<file path="src/rtl/qracc_readout_pkg.sv">
// Shared types and helpers for the QR-accelerator ADC readout stage.
//   state_e           : readout FSM states
//   comp_count()      : comparators per column for a given ADC resolution
//   next_enabled_bank : lowest set mask bit at or above a start index
package qracc_readout_pkg;

    typedef enum logic [0:0] {
        IDLE   = 1'b0,
        STREAM = 1'b1
    } state_e;

    // Bank search works on a fixed-width mask so one helper serves any numBanks <= MAX_BANKS.
    localparam int unsigned MAX_BANKS     = 64;
    localparam int unsigned BANK_SEARCH_W = 7;

    function automatic int unsigned comp_count(input int unsigned adc_bits);
        return (32'd1 << adc_bits) - 32'd1;
    endfunction

    // Returns the lowest enabled bank index >= cur, or MAX_BANKS when none exists.
    function automatic logic [BANK_SEARCH_W-1:0] next_enabled_bank(
        input logic [MAX_BANKS-1:0]     mask,
        input logic [BANK_SEARCH_W-1:0] cur
    );
        logic [BANK_SEARCH_W-1:0] res;
        res = BANK_SEARCH_W'(MAX_BANKS);
        for (int i = MAX_BANKS - 1; i >= 0; i--) begin
            if (mask[i] && (i >= int'(cur))) begin
                res = BANK_SEARCH_W'(i);
            end
        end
        return res;
    endfunction

endpackage

</file>
<file path="src/rtl/qracc_therm2bin.sv">
// Thermometer-to-binary converter for one ADC column.
//   therm_i  : COMP_COUNT comparator outputs, bit 0 is the lowest threshold
//   code_o   : popcount of therm_i
//   bubble_o : set when a comparator fires while a lower one does not
module qracc_therm2bin #(
    parameter int unsigned COMP_COUNT = 15,
    parameter int unsigned ADC_BITS   = 4
) (
    input  logic [COMP_COUNT-1:0] therm_i,
    output logic [ADC_BITS-1:0]   code_o,
    output logic                  bubble_o
);

    // Popcount keeps the converter tolerant of bubbles; the flag reports them separately.
    always_comb begin
        code_o   = '0;
        bubble_o = 1'b0;
        for (int unsigned j = 0; j < COMP_COUNT; j++) begin
            code_o = code_o + ADC_BITS'(therm_i[j]);
        end
        for (int unsigned j = 1; j < COMP_COUNT; j++) begin
            if (therm_i[j] && !therm_i[j-1]) begin
                bubble_o = 1'b1;
            end
        end
    end

endmodule

</file>
<file path="src/rtl/qracc_adc_readout.sv">
// Readout stage for the multibank QR-accelerator ADC bus.
// Snapshots the thermometer bus on an accepted strobe and streams one enabled bank
// per valid/ready beat in ascending order, with per-column bubble flags.
//   CLK, nRST              : clock, async active-low reset
//   ADC_OUT, adc_sample    : thermometer bus and its single-cycle strobe
//   bank_en                : bank mask captured with the strobe
//   out_valid/out_ready    : beat handshake
//   out_data/out_bubble    : binary codes and bubble flags of the current bank
//   out_bank/out_last      : current bank index / last enabled bank of the frame
//   frame_done, busy       : frame completion pulse, frame in progress
//   overrun, clr_overrun   : sticky dropped-strobe flag and its clear
module qracc_adc_readout
    import qracc_readout_pkg::*;
#(
    parameter int unsigned numCols    = 8,
    parameter int unsigned numAdcBits = 4,
    parameter int unsigned numBanks   = 8
) (
    input  logic                                                   CLK,
    input  logic                                                   nRST,
    input  logic [comp_count(numAdcBits)*numCols*numBanks-1:0]     ADC_OUT,
    input  logic                                                   adc_sample,
    input  logic [numBanks-1:0]                                    bank_en,
    output logic                                                   out_valid,
    input  logic                                                   out_ready,
    output logic [numCols*numAdcBits-1:0]                          out_data,
    output logic [numCols-1:0]                                     out_bubble,
    output logic [((numBanks > 1) ? $clog2(numBanks) : 1)-1:0]     out_bank,
    output logic                                                   out_last,
    output logic                                                   frame_done,
    output logic                                                   busy,
    output logic                                                   overrun,
    input  logic                                                   clr_overrun
);

    localparam int unsigned compCount = comp_count(numAdcBits);
    localparam int unsigned bankIdxW  = (numBanks > 1) ? $clog2(numBanks) : 1;
    localparam int unsigned BANK_BITS = compCount * numCols;
    localparam int unsigned BUS_W     = BANK_BITS * numBanks;

    state_e                   state_q;
    logic [BUS_W-1:0]         snap_q;
    logic [numBanks-1:0]      mask_q;
    logic [bankIdxW-1:0]      bank_q;
    logic                     frame_done_q;
    logic                     overrun_q;

    logic [MAX_BANKS-1:0]     mask_ext_q;
    logic [MAX_BANKS-1:0]     mask_ext_in;
    logic [BANK_SEARCH_W-1:0] first_en;
    logic [BANK_SEARCH_W-1:0] above_cur;
    logic                     last_c;
    logic                     hs;
    logic                     last_hs;
    logic                     accept;
    logic                     drop;
    logic [BANK_BITS-1:0]     bank_bits;

    // Handshake and strobe-acceptance decode.
    always_comb begin
        mask_ext_q  = MAX_BANKS'(mask_q);
        mask_ext_in = MAX_BANKS'(bank_en);
        first_en    = next_enabled_bank(mask_ext_in, '0);
        above_cur   = next_enabled_bank(mask_ext_q, BANK_SEARCH_W'(bank_q) + BANK_SEARCH_W'(1));
        last_c      = (above_cur >= BANK_SEARCH_W'(numBanks));
        hs          = out_valid && out_ready;
        last_hs     = hs && last_c;
        // A strobe on the final handshake chains straight into the next frame.
        accept      = adc_sample && ((state_q == IDLE) || last_hs);
        drop        = adc_sample && !accept;
    end

    assign out_valid  = (state_q == STREAM);
    assign busy       = (state_q == STREAM);
    assign out_bank   = bank_q;
    assign out_last   = out_valid && last_c;
    assign frame_done = frame_done_q;
    assign overrun    = overrun_q;

    // Bank mux on the snapshot feeding the per-column converters.
    assign bank_bits = snap_q[32'(bank_q)*BANK_BITS +: BANK_BITS];

    for (genvar c = 0; c < numCols; c++) begin : g_col
        qracc_therm2bin #(
            .COMP_COUNT (compCount),
            .ADC_BITS   (numAdcBits)
        ) u_therm2bin (
            .therm_i  (bank_bits[c*compCount +: compCount]),
            .code_o   (out_data[c*numAdcBits +: numAdcBits]),
            .bubble_o (out_bubble[c])
        );
    end

    // Readout FSM, snapshot capture and status flags.
    always_ff @(posedge CLK or negedge nRST) begin
        if (!nRST) begin
            state_q      <= IDLE;
            snap_q       <= '0;
            mask_q       <= '0;
            bank_q       <= '0;
            frame_done_q <= 1'b0;
            overrun_q    <= 1'b0;
        end else begin
            frame_done_q <= last_hs || (accept && (bank_en == '0));

            // Drop wins over a simultaneous clear.
            if (drop) begin
                overrun_q <= 1'b1;
            end else if (clr_overrun) begin
                overrun_q <= 1'b0;
            end

            if (accept) begin
                snap_q <= ADC_OUT;
                mask_q <= bank_en;
            end

            case (state_q)
                IDLE: begin
                    if (accept && (bank_en != '0)) begin
                        state_q <= STREAM;
                        bank_q  <= bankIdxW'(first_en);
                    end
                end
                STREAM: begin
                    if (hs) begin
                        if (!last_c) begin
                            bank_q <= bankIdxW'(above_cur);
                        end else if (accept && (bank_en != '0)) begin
                            bank_q <= bankIdxW'(first_en);
                        end else begin
                            state_q <= IDLE;
                        end
                    end
                end
                default: state_q <= IDLE;
            endcase
        end
    end

endmodule

</file>
<file path="config.mk">
export PLATFORM = sky130hd
export DESIGN_NAME = qracc_adc_readout
export DESIGN_NICKNAME = d
export VERILOG_FILES = /design/src/rtl/qracc_readout_pkg.sv /design/src/rtl/qracc_therm2bin.sv /design/src/rtl/qracc_adc_readout.sv
export SDC_FILE = /design/constraint.sdc
export NUM_CORES = 2
export LEC_CHECK = 0
export CAP_MARGIN = 20
export CELL_PAD_IN_SITES_DETAIL_PLACEMENT = 1
export CELL_PAD_IN_SITES_GLOBAL_PLACEMENT = 1
export CORE_AREA = 2 2 396 398
export CTS_CLUSTER_SIZE = 24
export DETAILED_ROUTE_END_ITERATION = 12
export DIE_AREA = 0 0 398 400
export PLACE_DENSITY = 0.59
export SLEW_MARGIN = 30
export SYNTH_ARGS = -nofsm -noshare
export SYNTH_HDL_FRONTEND = slang
export SYNTH_HIERARCHICAL = 1
export SYNTH_SLANG_ARGS = --single-unit
</file>
<file path="constraint.sdc">
create_clock -name CLK -period 9.4 [get_ports CLK]
set_input_delay 1.88 -clock CLK [delete_from_list [all_inputs] [get_ports CLK]]
set_output_delay 1.88 -clock CLK [all_outputs]
set_load 0.02 [all_outputs]
</file>
# --- After elaboration in Yosys (flattened, before gate mapping) ---
# Cells that the tools add are included.
totals:
  register_bits: 974
  in_bits: 973
  elab_cells: 515
op_classes:
  add_sub_neg: 113
  n_mul: 1
  order_cmp: 9
  eq_ne: 1
  n_shift: 1
  muxes: 138
  bitwise_logic: 1
  reduce_logical: 245
ops:
  columns: ["op", "n"]
  rows:
  - ["$shiftx 960x11->120", 1]
  - ["$add 4x1->4", 104]
  - ["$logic_and 1x1->1", 127]
  - ["$mux 1", 117]
  - ["$logic_not 1->1", 113]
  - ["$mux 7", 8]
  - ["$mux 3", 11]
  - ["$add 1x1->2", 8]
  - ["$ge 3x4->1 const A", 4]
  - ["$ge 1x4->1 const A", 2]
  - ["$ge 2x4->1 const A", 2]
  - ["$logic_not 8->1", 1]
  - ["$reduce_bool 8->1", 1]
  - ["$ge 7x4->1 const B", 1]
  - ["$mul 3x4->7 const B", 1]
  - ["$pmux 3 s2", 1]
  - ["$add 3x1->4 const B", 1]
  - ["$logic_or 1x1->1", 2]
  - ["$ne 2x1->1 const B", 1]
  - ["$pmux 1 s2", 1]
  - ["$reduce_bool 2->1", 1]
  - ["$not 1->1", 1]

# --- Logic depth before layout (Yosys ltp) ---
depth:
  word_depth: 20
  ltp_mapped: 15
  depth_no_buf: 12

# --- Modules after synthesis ---
# Netlist, hierarchy kept.
by_module_without_submodules:
  columns: ["mod", "instances", "cells_each", "area_per_inst_um2", "seq_area_each_um2"]
  rows:
  - ["qracc_adc_readout", 1, 2550, 43819.5, 24373.4]
  - ["qracc_therm2bin", 8, 53, 446.7, 0.0]

# --- Worst setup path before layout ---
# Ideal clock, no wire load.
synth_path:
  path_type: "reg-to-output"
  from: "register bank_q[0], in the netlist out_bank[0]"
  to: "output out_data[14]"
  arrival_time_ns: 5.587
  setup_slack_ns: 1.933
  stages_incl_launch_ff: 14
  path_buffers: 3
  cell_sequence: "dfrtp_1 -> buf_2 -> clkbuf_1 -> buf_1 -> mux4_2 -> mux2_2 -> fa_1 -> inv_1 -> fa_1 -> fa_1 -> fa_1 -> fa_1 -> fa_1 -> xnor2_1"
synth_via:
  word_cells_on_any_way: 16
synth_rtl:
  columns: ["element", "line", "source"]
  rows:
  - ["start: declaration", "qracc_adc_readout.sv:44", "logic [bankIdxW-1:0] bank_q;"]
  - ["start signal: assignment", "qracc_adc_readout.sv:122", "bank_q <= bankIdxW'(first_en);"]
  - ["start signal: assignment", "qracc_adc_readout.sv:128", "bank_q <= bankIdxW'(above_cur);"]
  - ["start signal: assignment", "qracc_adc_readout.sv:130", "bank_q <= bankIdxW'(first_en);"]
  - ["$mul 3x4->7", "qracc_adc_readout.sv:81", "assign bank_bits = snap_q[32'(bank_q)*BANK_BITS +: BANK_BITS];"]
  - ["$shiftx 960x11->120", "qracc_adc_readout.sv:81", null]
  - ["named net bank_bits[50]", "qracc_adc_readout.sv:57", "logic [BANK_BITS-1:0] bank_bits;"]
  - ["$add 4x1->4 (10 in series)", "qracc_therm2bin.sv:19", "code_o = code_o + ADC_BITS'(therm_i[j]);"]
  - ["end: declaration", "qracc_adc_readout.sv:26", "output logic [numCols*numAdcBits-1:0] out_data,"]
# The timed path passes the listed nets, and every way through them passes these cells.

# --- Worst setup path after layout ---
layout_path:
  from: "register bank_q[0], in the netlist out_bank[0]"
  to: "output out_data[26]"
layout_via:
  elab_chain_cells: 16
layout_rtl:
  columns: ["element", "line"]
  rows:
  - ["$mul 3x4->7", "qracc_adc_readout.sv:81"]
  - ["$shiftx 960x11->120", "qracc_adc_readout.sv:81"]
  - ["named net bank_bits[91]", "qracc_adc_readout.sv:57"]
  - ["$add 1x1->2", "qracc_therm2bin.sv:19"]
  - ["$add 4x1->4 (13 in series)", "qracc_therm2bin.sv:19"]
# The timed path passes the listed nets, and every way through them passes these cells.

==> results.md <==
- Tcrit/Tclk final: 0.927
- Leading area contributor after synthesis: dfrtp_1
- Die footprint: 159000 um2
- Largest net degree at the start of global routing: 153
- Post-CTS setup buffer count: 0
- CTS root buf: clkbuf_16
- Die Ht: 400 um
- CTS sink cnt: 974
- WL final: 165000 um
- Post-CTS Resized: 0
- Critical Path RT: 7.52 ns
- First-pass GRT wire length: 235000 um
- Worst hold slack: 0.481 ns
- Ys async rst share: 1.00
- Number of flops mapped to enable cells by yosys: 0
- Initial Utilization: 0.306
- Worst Hold Class: reg -> reg
- Seq/Total Area, Yosys: 0.514
- Max Cap Violations: 0
- Top cell type's share of synthesized area: 0.514
- Minimum clock period: 8.72 ns
- Initial antenna violation count: 100
- Total Routing Usage GR: 0.205
- Ys flop type: dfrtp_1
- Setup WS pre-CTS: 1.31 ns
- DRC viols: 0
- TritonCTS buffer count: 116
- Vias post-DR: 29700
- Antenna-violating nets left: 0
- Startpoint Class: register
- Pre-antenna DRT Iters: 4
- Top post-synthesis cells by area: dfrtp_1 51%, mux2_2 14%, mux2_1 12%
- Die Width: 398 um
- Worst Skew: 0.0474 ns
- # rows: 145
- Setup CP Type: reg -> out
- Synth top cells by count: 974 x dfrtp_1, 588 x mux2_2, 500 x mux2_1, 240 x mux4_2, 182 x inv_1
- Register area: 24400 um2
- Setup TNS: 0 ns
- IO buf count: 1020
- Setup-failing EPs final: 0
- Later-pin clock latency in the skew report: 0.73 ns
- Min setup slack post-route: 0.683 ns
- Cell area after synthesis: 47400 um2
- WP data arrival: 6.84 ns
- Layout area overhead: 34.3%
- Multi-input combinational cell area: 21000 um2
- Fill count: 15600
- Status: completed
- Synthesized area per cell: 15.9 um2
- RSZ-0062 raised after global routing: no
- 1st-iter DRT viols: 1196
- Per-cell routed wire length: 26.7 um
- Fin. Hold Viols: 0
- Clock transition at the registers of the reported paths: 0.06 ns
- Synthesized instance count: 2974
- FMAX: 0.115 GHz
- Core footprint: 155000 um2
- Hold Buf Count CTS: 0
- Most numerous cell in the Yosys netlist: dfrtp_1
- Max clock buf depth: 3
- Worst-path fanout max: 42
- Count of cell types in the netlist: 45
- Final Wtd Congestion: 0.817
- Grt ovf: 0
- Max Slew Vio Count: 0
- # IOs: 1021
- Layout cells sized above 1: 0.267
- Synth Warn #: 6
- Post-DP HPWL: 126000 um
- Vias in the first global route: 33000
- # nets final: 5053
- CTS tree: yes
- #FFs+latches synth: 974
- Setup crit end kind: output port
- Worst-margin pin slew: 0.997 ns
- H-Tree Depth: 3
- Vias/cell: 4.81
- Slew margin rel.: 0.336
- Synth Net Count: 4055
logic make-up (layout without fill, tap and decap cells):
kind of cell               count (synthesis)  after routing  share of synthesized area
AOI/OAI and AO/OA                         74             74                     0.0135
xor gates and xnor gates                   9              9                    0.00182
adders and majority gates                108            108                     0.0412
buffers and inverters                    359           1455                     0.0426
DFF                                      974            974                      0.514
muxes                                   1328           1328                      0.373
other                                      0             43                          0
and+or+nand+nor                          122            122                     0.0141
critical path: stages (launching register included):
cell             delay, ns
dfrtp_4               0.87
buf_12                0.41
mux4_2                0.56
mux2_2                0.30
inv_1                 0.08
fa_1                  0.50
fa_1                  0.56
fa_1                  0.44
fa_1                  0.46
fa_1                  0.43
fa_1                  0.46
xnor2_1               0.28
clkdlybuf4s50_1       0.67
routing by layer:
layer / up-vias / GRT usage / wire length (um)
met5: - / 0 / 483
met4: 86 / 0.0722 / 5150
met3: 300 / 0.0581 / 10900
met2: 852 / 0.336 / 80400
met1: 15600 / 0.257 / 67800
li1: 12800 / - / -
cells in the final DEF, fill, tap and decap left out, drive strengths merged, types with 4 or more instances in the layout:
| cell | netlist | routed |
|---|---|---|
| clkbuf | 38 | 173 |
| o21ai | 23 | 23 |
| buf | 139 | 38 |
| nand2 | 31 | 31 |
| ha | 28 | 28 |
| nand4 | 8 | 8 |
| a2111oi | 8 | 8 |
| nor3 | 4 | 4 |
| clkinv | 0 | 26 |
| dfrtp | 974 | 974 |
| diode | 0 | 43 |
| fa | 80 | 80 |
| clkdlybuf4s50 | 0 | 1019 |
| nand3 | 4 | 4 |
| mux4 | 240 | 240 |
| inv | 182 | 186 |
| nor2b | 42 | 42 |
| a221oi | 16 | 16 |
| or2 | 17 | 17 |
| a21oi | 8 | 8 |
| nand2b | 10 | 10 |
| bufinv | 0 | 10 |
| xnor2 | 9 | 9 |
| mux2 | 1088 | 1088 |
sequential cells by signal (all words and copies together), names as in the netlist:
register,cells
snap_q,960
mask_q,8
out_bank,3
busy,1
frame_done,1
overrun,1
worst paths after layout:
kind                             start      endpoint  slack [ns]  cells after the start
setup / recovery           out_bank[0]  out_data[26]        0.68                     12
hold / removal             snap_q[344]   snap_q[344]        0.48                      1
setup reg to reg           out_bank[0]   snap_q[143]        4.50                     10
hold reg to reg            snap_q[344]   snap_q[344]        0.48                      1
max in group asynchronous         nRST   snap_q[527]        6.46                      3
min in group asynchronous         nRST   snap_q[224]        1.21                      1
area by class of cell:
| class | instances | area share |
|---|---|---|
| diodes | 43 | 0.00169 |
| clock buffers | 173 | 0.0553 |
| clock inverters | 43 | 0.00926 |
| inverters | 182 | 0.0107 |
| multi-input cells | 1641 | 0.330 |
| flip-flops and latches | 974 | 0.383 |
| well taps | 2058 | 0.0405 |
| repair buffers | 1057 | 0.169 |
metrics by stage:
step           cells  cell area [um2]  utilization
5_1_grt         6160            63600        0.410
4_1_cts         6128            63500        0.410
6_report        6171            63600        0.410
2_1_floorplan   2974            47400            -
3_5_place_dp    5912            59400        0.383
3_3_place_gp    5912            59400        0.383
Power is left out: the tool's default activity adds up to more than one toggle a clock period on the data nets, which glitch-free logic cannot reach.
